## src/rtl/bcd_pkg.sv

```systemverilog
// Shared types and constants for the sequential BCD-to-binary converter.
package bcd_pkg;

  typedef enum logic [1:0] {
    IDLE  = 2'd0,
    SHIFT = 2'd1,
    DONE  = 2'd2
  } state_e;

  localparam int BCD_MAX_DIGIT  = 9;
  localparam int BCD_ADJ_THRESH = 8;
  localparam int BCD_ADJ_VAL    = 3;

  // True when a bw-bit result can hold every value of ndig BCD digits,
  // i.e. 2^bw > 10^ndig - 1.
  function automatic bit bw_ok(input int ndig, input int bw);
    int maxv;
    maxv = 1;
    for (int i = 0; i < ndig; i++) maxv = maxv * 10;
    return bw >= $clog2(maxv);
  endfunction

endpackage

```

## src/rtl/bcd_digit_adj.sv

```systemverilog
// Reverse double-dabble digit corrector: a shifted digit field of 8 or more
// had a tens-borrow fold in from the digit above, so remove the excess 3.
module bcd_digit_adj
  import bcd_pkg::*;
(
  input  logic [3:0] d_i,
  output logic [3:0] d_o
);

  assign d_o = (d_i >= 4'(BCD_ADJ_THRESH)) ? d_i - 4'(BCD_ADJ_VAL) : d_i;

endmodule

```

## src/rtl/bcd2bin_seq.sv

```systemverilog
// Sequential BCD-to-binary converter using reverse double-dabble: one right
// shift plus per-digit correction per cycle, BW cycles per conversion.
module bcd2bin_seq
  import bcd_pkg::*;
#(
  parameter int NDIG = 3,
  parameter int BW   = 10
) (
  input  logic            clk_i,
  input  logic            rst_ni,
  input  logic            start_i,
  input  logic [4*NDIG-1:0] bcd_i,
  output logic [BW-1:0]   bin_o,
  output logic            valid_o,
  output logic            busy_o,
  output logic            err_o
);

  localparam int SRW   = 4 * NDIG + BW;
  localparam int CNT_W = $clog2(BW + 1);

  if (!bw_ok(NDIG, BW)) begin : g_bw_check
    $error("bcd2bin_seq: BW too small to hold 10^NDIG-1");
  end

  state_e           state_q, state_d;
  logic [SRW-1:0]   sr_q, sr_d;
  logic [CNT_W-1:0] cnt_q, cnt_d;
  logic [BW-1:0]    bin_q, bin_d;
  logic             err_q, err_d;
  logic             valid_q, valid_d;
  logic             bad_q, bad_d;

  logic [SRW-1:0]   sr_shift;
  logic [SRW-1:0]   sr_adj;
  logic             digit_bad;

  // Shift first, then correct each digit field; the binary field passes through.
  assign sr_shift = sr_q >> 1;
  assign sr_adj[BW-1:0] = sr_shift[BW-1:0];

  for (genvar g = 0; g < NDIG; g++) begin : g_adj
    bcd_digit_adj u_adj (
      .d_i (sr_shift[BW+4*g +: 4]),
      .d_o (sr_adj[BW+4*g +: 4])
    );
  end

  // Flag any input digit outside 0..9.
  always_comb begin
    digit_bad = 1'b0;
    for (int i = 0; i < NDIG; i++) begin
      if (bcd_i[4*i +: 4] > 4'(BCD_MAX_DIGIT)) digit_bad = 1'b1;
    end
  end

  // Next-state logic. DONE also accepts a start so a new conversion can
  // begin on the edge that leaves DONE (one conversion per BW+1 cycles).
  // A bad digit still spends one SHIFT cycle so the error result appears
  // on the first edge after the start edge.
  always_comb begin
    state_d = state_q;
    sr_d    = sr_q;
    cnt_d   = cnt_q;
    bin_d   = bin_q;
    err_d   = err_q;
    valid_d = 1'b0;
    bad_d   = bad_q;
    case (state_q)
      IDLE, DONE: begin
        if (start_i) begin
          sr_d    = {bcd_i, {BW{1'b0}}};
          cnt_d   = '0;
          bad_d   = digit_bad;
          state_d = SHIFT;
        end else if (state_q == DONE) begin
          state_d = IDLE;
        end
      end
      SHIFT: begin
        if (bad_q) begin
          bin_d   = '0;
          err_d   = 1'b1;
          valid_d = 1'b1;
          bad_d   = 1'b0;
          state_d = DONE;
        end else begin
          sr_d  = sr_adj;
          cnt_d = cnt_q + 1'b1;
          if (cnt_q == CNT_W'(BW - 1)) begin
            bin_d   = sr_adj[BW-1:0];
            err_d   = 1'b0;
            valid_d = 1'b1;
            state_d = DONE;
          end
        end
      end
      default: state_d = IDLE;
    endcase
  end

  // State, datapath and output registers; reset aborts any conversion.
  always_ff @(posedge clk_i or negedge rst_ni) begin
    if (!rst_ni) begin
      state_q <= IDLE;
      sr_q    <= '0;
      cnt_q   <= '0;
      bin_q   <= '0;
      err_q   <= 1'b0;
      valid_q <= 1'b0;
      bad_q   <= 1'b0;
    end else begin
      state_q <= state_d;
      sr_q    <= sr_d;
      cnt_q   <= cnt_d;
      bin_q   <= bin_d;
      err_q   <= err_d;
      valid_q <= valid_d;
      bad_q   <= bad_d;
    end
  end

  assign bin_o   = bin_q;
  assign err_o   = err_q;
  assign valid_o = valid_q;
  assign busy_o  = (state_q != IDLE);

endmodule

```

## config.mk

```make
export PLATFORM = sky130hd
export DESIGN_NAME = bcd2bin_seq
export DESIGN_NICKNAME = d
export VERILOG_FILES = /design/src/rtl/bcd_pkg.sv /design/src/rtl/bcd_digit_adj.sv /design/src/rtl/bcd2bin_seq.sv
export SDC_FILE = /design/constraint.sdc
export NUM_CORES = 1
export LEC_CHECK = 0
export BUFFER_PORTS_ARGS = -buffer_cell sky130_fd_sc_hd__clkbuf_2
export CORE_ASPECT_RATIO = 0.6
export CORE_UTILIZATION = 25
export CTS_CLUSTER_DIAMETER = 80
export DETAILED_ROUTE_END_ITERATION = 10
export SLEW_MARGIN = 20
export SYNTH_ARGS = -nofsm -noshare
export SYNTH_HDL_FRONTEND = slang
export SYNTH_SLANG_ARGS = --single-unit
```

## constraint.sdc

```tcl
create_clock -name clk_i -period 1.4 [get_ports clk_i]
set_input_delay 0.14 -clock clk_i [delete_from_list [all_inputs] [get_ports clk_i]]
set_output_delay 0.14 -clock clk_i [all_outputs]
set_load 0.01 [all_outputs]
```

* Word level (Yosys, flattened, before mapping)
Index checks and enable logic that the tools add are counted.
** Storage, ports and cells
- Output and inout port bits :: 13
- Input port bits :: 15
- Word-level logic and storage cells :: 59
- Register bits after elaboration :: 41
** Cells by class
- Magnitude comparators :: 6
- Add/subtract/negate cells :: 4
- Multiplexer cells :: 26
- Reductions and logical operators :: 9
- Equality and inequality tests :: 7
** Operator list (count)
- two-way mux 22 bit :: 2
- one-hot mux 22 bit (2 select lines) :: 1
- two-way mux 10 bit :: 2
- two-way mux 4 bit :: 5
- greater-than comparator 4 bit (second input constant) :: 3
- two-way mux 1 bit :: 9
- greater-or-equal comparator 4 bit (second input constant) :: 2
- two-way mux 2 bit :: 4
- one-hot mux 4 bit (2 select lines) :: 1
- subtractor 4 x 2 -> 4 bit (second input constant) :: 2
- inequality test 3 bit (second input constant) :: 2
- AND reduction 2 bit :: 3
- nonzero test 2 bit :: 3
- adder 4 x 1 -> 4 bit (second input constant) :: 1
- equality test 4 bit (second input constant) :: 1
- greater-or-equal comparator 3 x 4 -> 1 bit (second input constant) :: 1
- inequality test 2 bit (second input constant) :: 2
- one-hot mux 2 bit (2 select lines) :: 1
- subtractor 3 x 2 -> 4 bit (second input constant) :: 1
- AND reduction 3 bit :: 1
- equality test 2 x 1 -> 1 bit (second input constant) :: 1
- equality test 2 bit (second input constant) :: 1
- zero test 2 bit :: 1
- one-hot mux 1 bit (2 select lines) :: 1
- OR reduction 2 bit :: 1

* Logic depth before layout (Yosys ltp)
- Depth in word-level cells :: 6
- Depth in mapped cells :: 6
- Depth with buffers taken out :: 6

* By module
From an unflattened synthesis, not the netlist that was laid out.
** Second synthesis, totals
- Cell total of the unflattened synthesis :: 192
- Area, all modules :: 2082.0 µm²
** By module, submodules not included
- bcd2bin_seq :: area an instance 1853.0 µm², instances 1, cells an instance 159, seq. area each 1001.0 µm²
- bcd_digit_adj :: area an instance 76.3 µm², instances 3, cells an instance 11, seq. area each 0.0 µm²

* Worst setup path after synthesis
Ideal clock, no wire load.
- Path kind :: register to register
- Start point :: register cnt_q[0]
- End point :: register bin_q[1], in the netlist bin_o[1]
- Slack :: 19 ps
- Required time :: 1279 ps
- Cell stages (with the launch flop) :: 6
- Clock period less this slack :: 1381 ps
- Setup time :: 121 ps
- Path buffers :: 1
- Data arrival time :: 1260 ps
- Cells stage by stage :: dfrtp_1 ha_1 and3b_1 and2_1 buf_2 a22o_1
** On the way
- Word-level cells in the longest chain between the ends :: 3
** RTL lines
- start, declared :: RTL line bcd2bin_seq.sv:28 : logic [CNT_W-1:0] cnt_q, cnt_d;
- start signal, assigned :: RTL line bcd2bin_seq.sv:115 : cnt_q <= cnt_d;
- equality test 4 bit :: RTL line bcd2bin_seq.sv:90 : if (cnt_q == CNT_W'(BW - 1)) begin
- nonzero test 2 bit (no line)
- AND reduction 2 bit (no line)
- end signal, assigned :: RTL line bcd2bin_seq.sv:116 : bin_q <= bin_d;
- end, declared :: RTL line bcd2bin_seq.sv:29 : logic [BW-1:0] bin_q, bin_d;
No other way between the ends.
A chain may end at the register's enable or synchronous reset.

* Worst setup path after layout
- Start point :: register cnt_q[1]
- End point :: register bin_q[4], in the netlist bin_o[4]
The elaborated chain is that of the path after synthesis.

==> results.sh <==
export IMPL_cts_tree="yes"
export IMPL_synth_area_leaders="dfrtp_1 54%, nand2_1 6.3%, o21ai_0 6.2%"
export IMPL_p_leak_nw=1.164
export IMPL_nNetsFinal=244
export IMPL_crit_family="flip-flops"
export IMPL_worst_pin_slew_ps=475.6
export IMPL_final_hold_viol_count=0
export IMPL_hold_ws_ps=103.9
export IMPL_fmax_mhz=733.1
export IMPL_grt_first_pass_wirelength_um=6589
export IMPL_slew_headroom=0.6829
export IMPL_critPathKind="flip-flop to flip-flop"
export IMPL_p_per_area_nw_per_um2=2183
export IMPL_placed_cells=298
export IMPL_wl_per_cell_um=13.02
export IMPL_cp_slowest_cell="dfrtp_1"
export IMPL_crit_buf_inv=2
export IMPL_grt_usage=0.1138
export IMPL_yosys_top_cells_count="40 x dfrtp_1, 31 x nand2_1, 23 x o21ai_0, 11 x a22o_1, 9 x nor2_1"
export IMPL_setup_viol=0
export IMPL_drt_iter0_drc=87
export IMPL_die_w_um=113.0
export IMPL_post_route_period_util=0.9743
export IMPL_peakVddDrop_mv=0.6525
export IMPL_totalWireLength_um=4050
export IMPL_grt_max_degree=25
export IMPL_async_flop_share=1.000
export IMPL_antenna_cells=0
export IMPL_synth_fa_ha_area_frac=0.04062
export IMPL_synthDistinctLibCells=30
export IMPL_die_area_um2=7751
export IMPL_start_kind="flip-flop"
export IMPL_syn_num_nets=200
export IMPL_antenna_found_initial=0
export IMPL_ys_warn_count=0
export IMPL_grt_met1_usage=0.1705
export IMPL_grt_pass1_vias=1262
export IMPL_cap_violations=0
export IMPL_gr_total_overflow=0
export IMPL_die_h_um=68.60
export IMPL_rsz0062_at_grt="true"
export IMPL_yosysMostFrequentCell="dfrtp_1"
export IMPL_syn_area_um2=1848
export IMPL_hpwl_um=2801
export IMPL_drive_gt1_frac=0.2902
export IMPL_final_setup_skew_ps=5.450
export IMPL_arrival_ps=1530
export IMPL_start_util=0.2676
export IMPL_vias=1386
export IMPL_max_stage_delay_ps=370
export IMPL_syn_to_final_growth_pct=32.29
export IMPL_yosysTopAreaCell="dfrtp_1"
export IMPL_clock_path_buffers=2
export IMPL_cts_sinks=40
export IMPL_drtPass1Iterations=4
export IMPL_synth_top_area_share=0.5416
export IMPL_met3_usage=0.03759
export IMPL_pin_count=28
export IMPL_synth_edf_count=0
export IMPL_path_clk_slew_ps=60
export IMPL_timing_reg2reg_setup_slack_ps=40
export IMPL_worstPathCellList="inv_1 > ha_1 > and3b_2 > o21ai_4 > buf_12 > a22o_1"
export IMPL_synth_top_family_by_area="compound AO/OA/AOI/OAI gates"
export IMPL_fin_crit_ps=1364
export IMPL_cts_root_buf="clkbuf_16"
export IMPL_htreeDepth=2
export IMPL_drc=0
export IMPL_port_buffers=27
export IMPL_synth_xor_area_frac=0.02844
export IMPL_cts_buffers=5
export IMPL_worstPathMaxFanout=11
export IMPL_stdcell_area_um2=2445
export IMPL_synth_cells=179
export IMPL_rows=23
export IMPL_fin_tns_setup_ps=0
export IMPL_met2_usage=0.1481
export IMPL_antenna_left=0
export IMPL_grt_busiest_layer="met1"
export IMPL_clkLatencyLatePin_ps=280
export IMPL_worstSetupEndpointType="flip-flop"
export IMPL_ys_ff_latch=40
export IMPL_core_area_um2=6907
export IMPL_ys_seq_area_frac=0.5416
export IMPL_muxShareOfSynthArea=0.03791
export IMPL_slew_violations=0
export IMPL_fillCellCount=713
export IMPL_gp_congestion=0.7572
export IMPL_holdCritPathClass="input port to flip-flop"
export IMPL_syn_avg_cell_area_um2=10.32
export IMPL_status="complete, no violations"
export IMPL_synthFlopType="dfrtp_1"
export IMPL_via_per_inst=4.457
export IMPL_layout_cells_non_filler=311
export IMPL_synth_compound_area_frac=0.1645
export IMPL_p_total_mw=5.337
export IMPL_required_ps=1560
export IMPL_placed_cell_area_um2=2152
export IMPL_synth_simple_gate_area_frac=0.1415
state kept, by name, summed over array words and instances (netlist names):
signal / flops
state_q: 2
bin_o: 10
valid_o: 1
cnt_q: 4
err_o: 1
bad_q: 1
sr_q: 21
stage by stage:
step / setup WS, ps / utilization
2_1_floorplan: 18.66 / -
3_3_place_gp: -341.5 / 0.3116
3_5_place_dp: -419.9 / 0.3116
4_1_cts: 7.245 / 0.3395
5_1_grt: -19.96 / 0.3540
6_report: 35.94 / 0.3540
layout by cell type, fill, tap and decap left out, drive strengths merged, types with 2 or more instances in the layout:
master | netlist | layout
a21oi | 4 | 4
buf | 8 | 17
o21ai | 26 | 26
clkbuf | 1 | 33
xor2 | 2 | 2
nand2 | 31 | 31
a31oi | 2 | 2
nand2b | 5 | 5
xnor2 | 4 | 4
dfrtp | 40 | 40
nor3 | 2 | 2
a211oi | 2 | 2
a311oi | 2 | 2
inv | 7 | 7
mux2i | 7 | 7
nor2 | 9 | 9
ha | 6 | 6
a22o | 11 | 11
nor2b | 3 | 3
logic make-up (layout without fill, tap and decap cells):
logic type,count (synthesis),in the layout
buffers and inverters,16,61
xor gates and xnor gates,6,6
DFF,40,40
and+or+nand+nor,56,56
adders and majority gates,6,6
muxes,7,7
AOI/OAI and AO/OA,48,48
routing by layer:
layer,vias to the layer above,wire (um)
li1,706,-
met1,645,2220
met2,30,1593
met3,5,200
met4,0,36
met5,-,0
final timing paths:
check,startpoint,endpoint,cells past startpoint
worst max-delay path,cnt_q[1]$_DFFE_PN0P_,bin_o[4]$_DFFE_PN0P_,6
worst min-delay path,bcd_i[11],sr_q[21]$_DFFE_PN0P_,2
worst max register to register,cnt_q[1]$_DFFE_PN0P_,bin_o[4]$_DFFE_PN0P_,6
worst min register to register,sr_q[20]$_DFFE_PN0P_,sr_q[20]$_DFFE_PN0P_,2
max in group asynchronous,rst_ni,state_q[1]$_DFFE_PN0P_,3
min in group asynchronous,rst_ni,sr_q[12]$_DFFE_PN0P_,2
what timing repair did:
item	CTS	global route
buffers inserted	0	5
endpoints found under the hold margin	16	0
hold buffers	1	0
endpoints found under the setup margin	21	22
resized for setup	8	14
pin swaps	0	5
cloned	0	1
area by class of cell:
cell class	instances	area, um2	area share
timing repair buffer	46	341.6	0.1397
inverter	7	26.28	0.01075
clock inverter	3	42.54	0.01740
tap	87	108.9	0.04452
sequential	40	1003	0.4104
multi-input combinational	123	797.0	0.3260
clock buffer	5	125.1	0.05118
power breakdown:
| part | total (mW) | switching [mW] | internal (mW) |
|---|---|---|---|
| clock network | 1.28 | 0.439 | 0.836 |
| registers | 1.86 | 0.334 | 1.53 |
| logic | 2.20 | 1.12 | 1.08 |
Note: power is estimated with default switching activity, not from simulation.
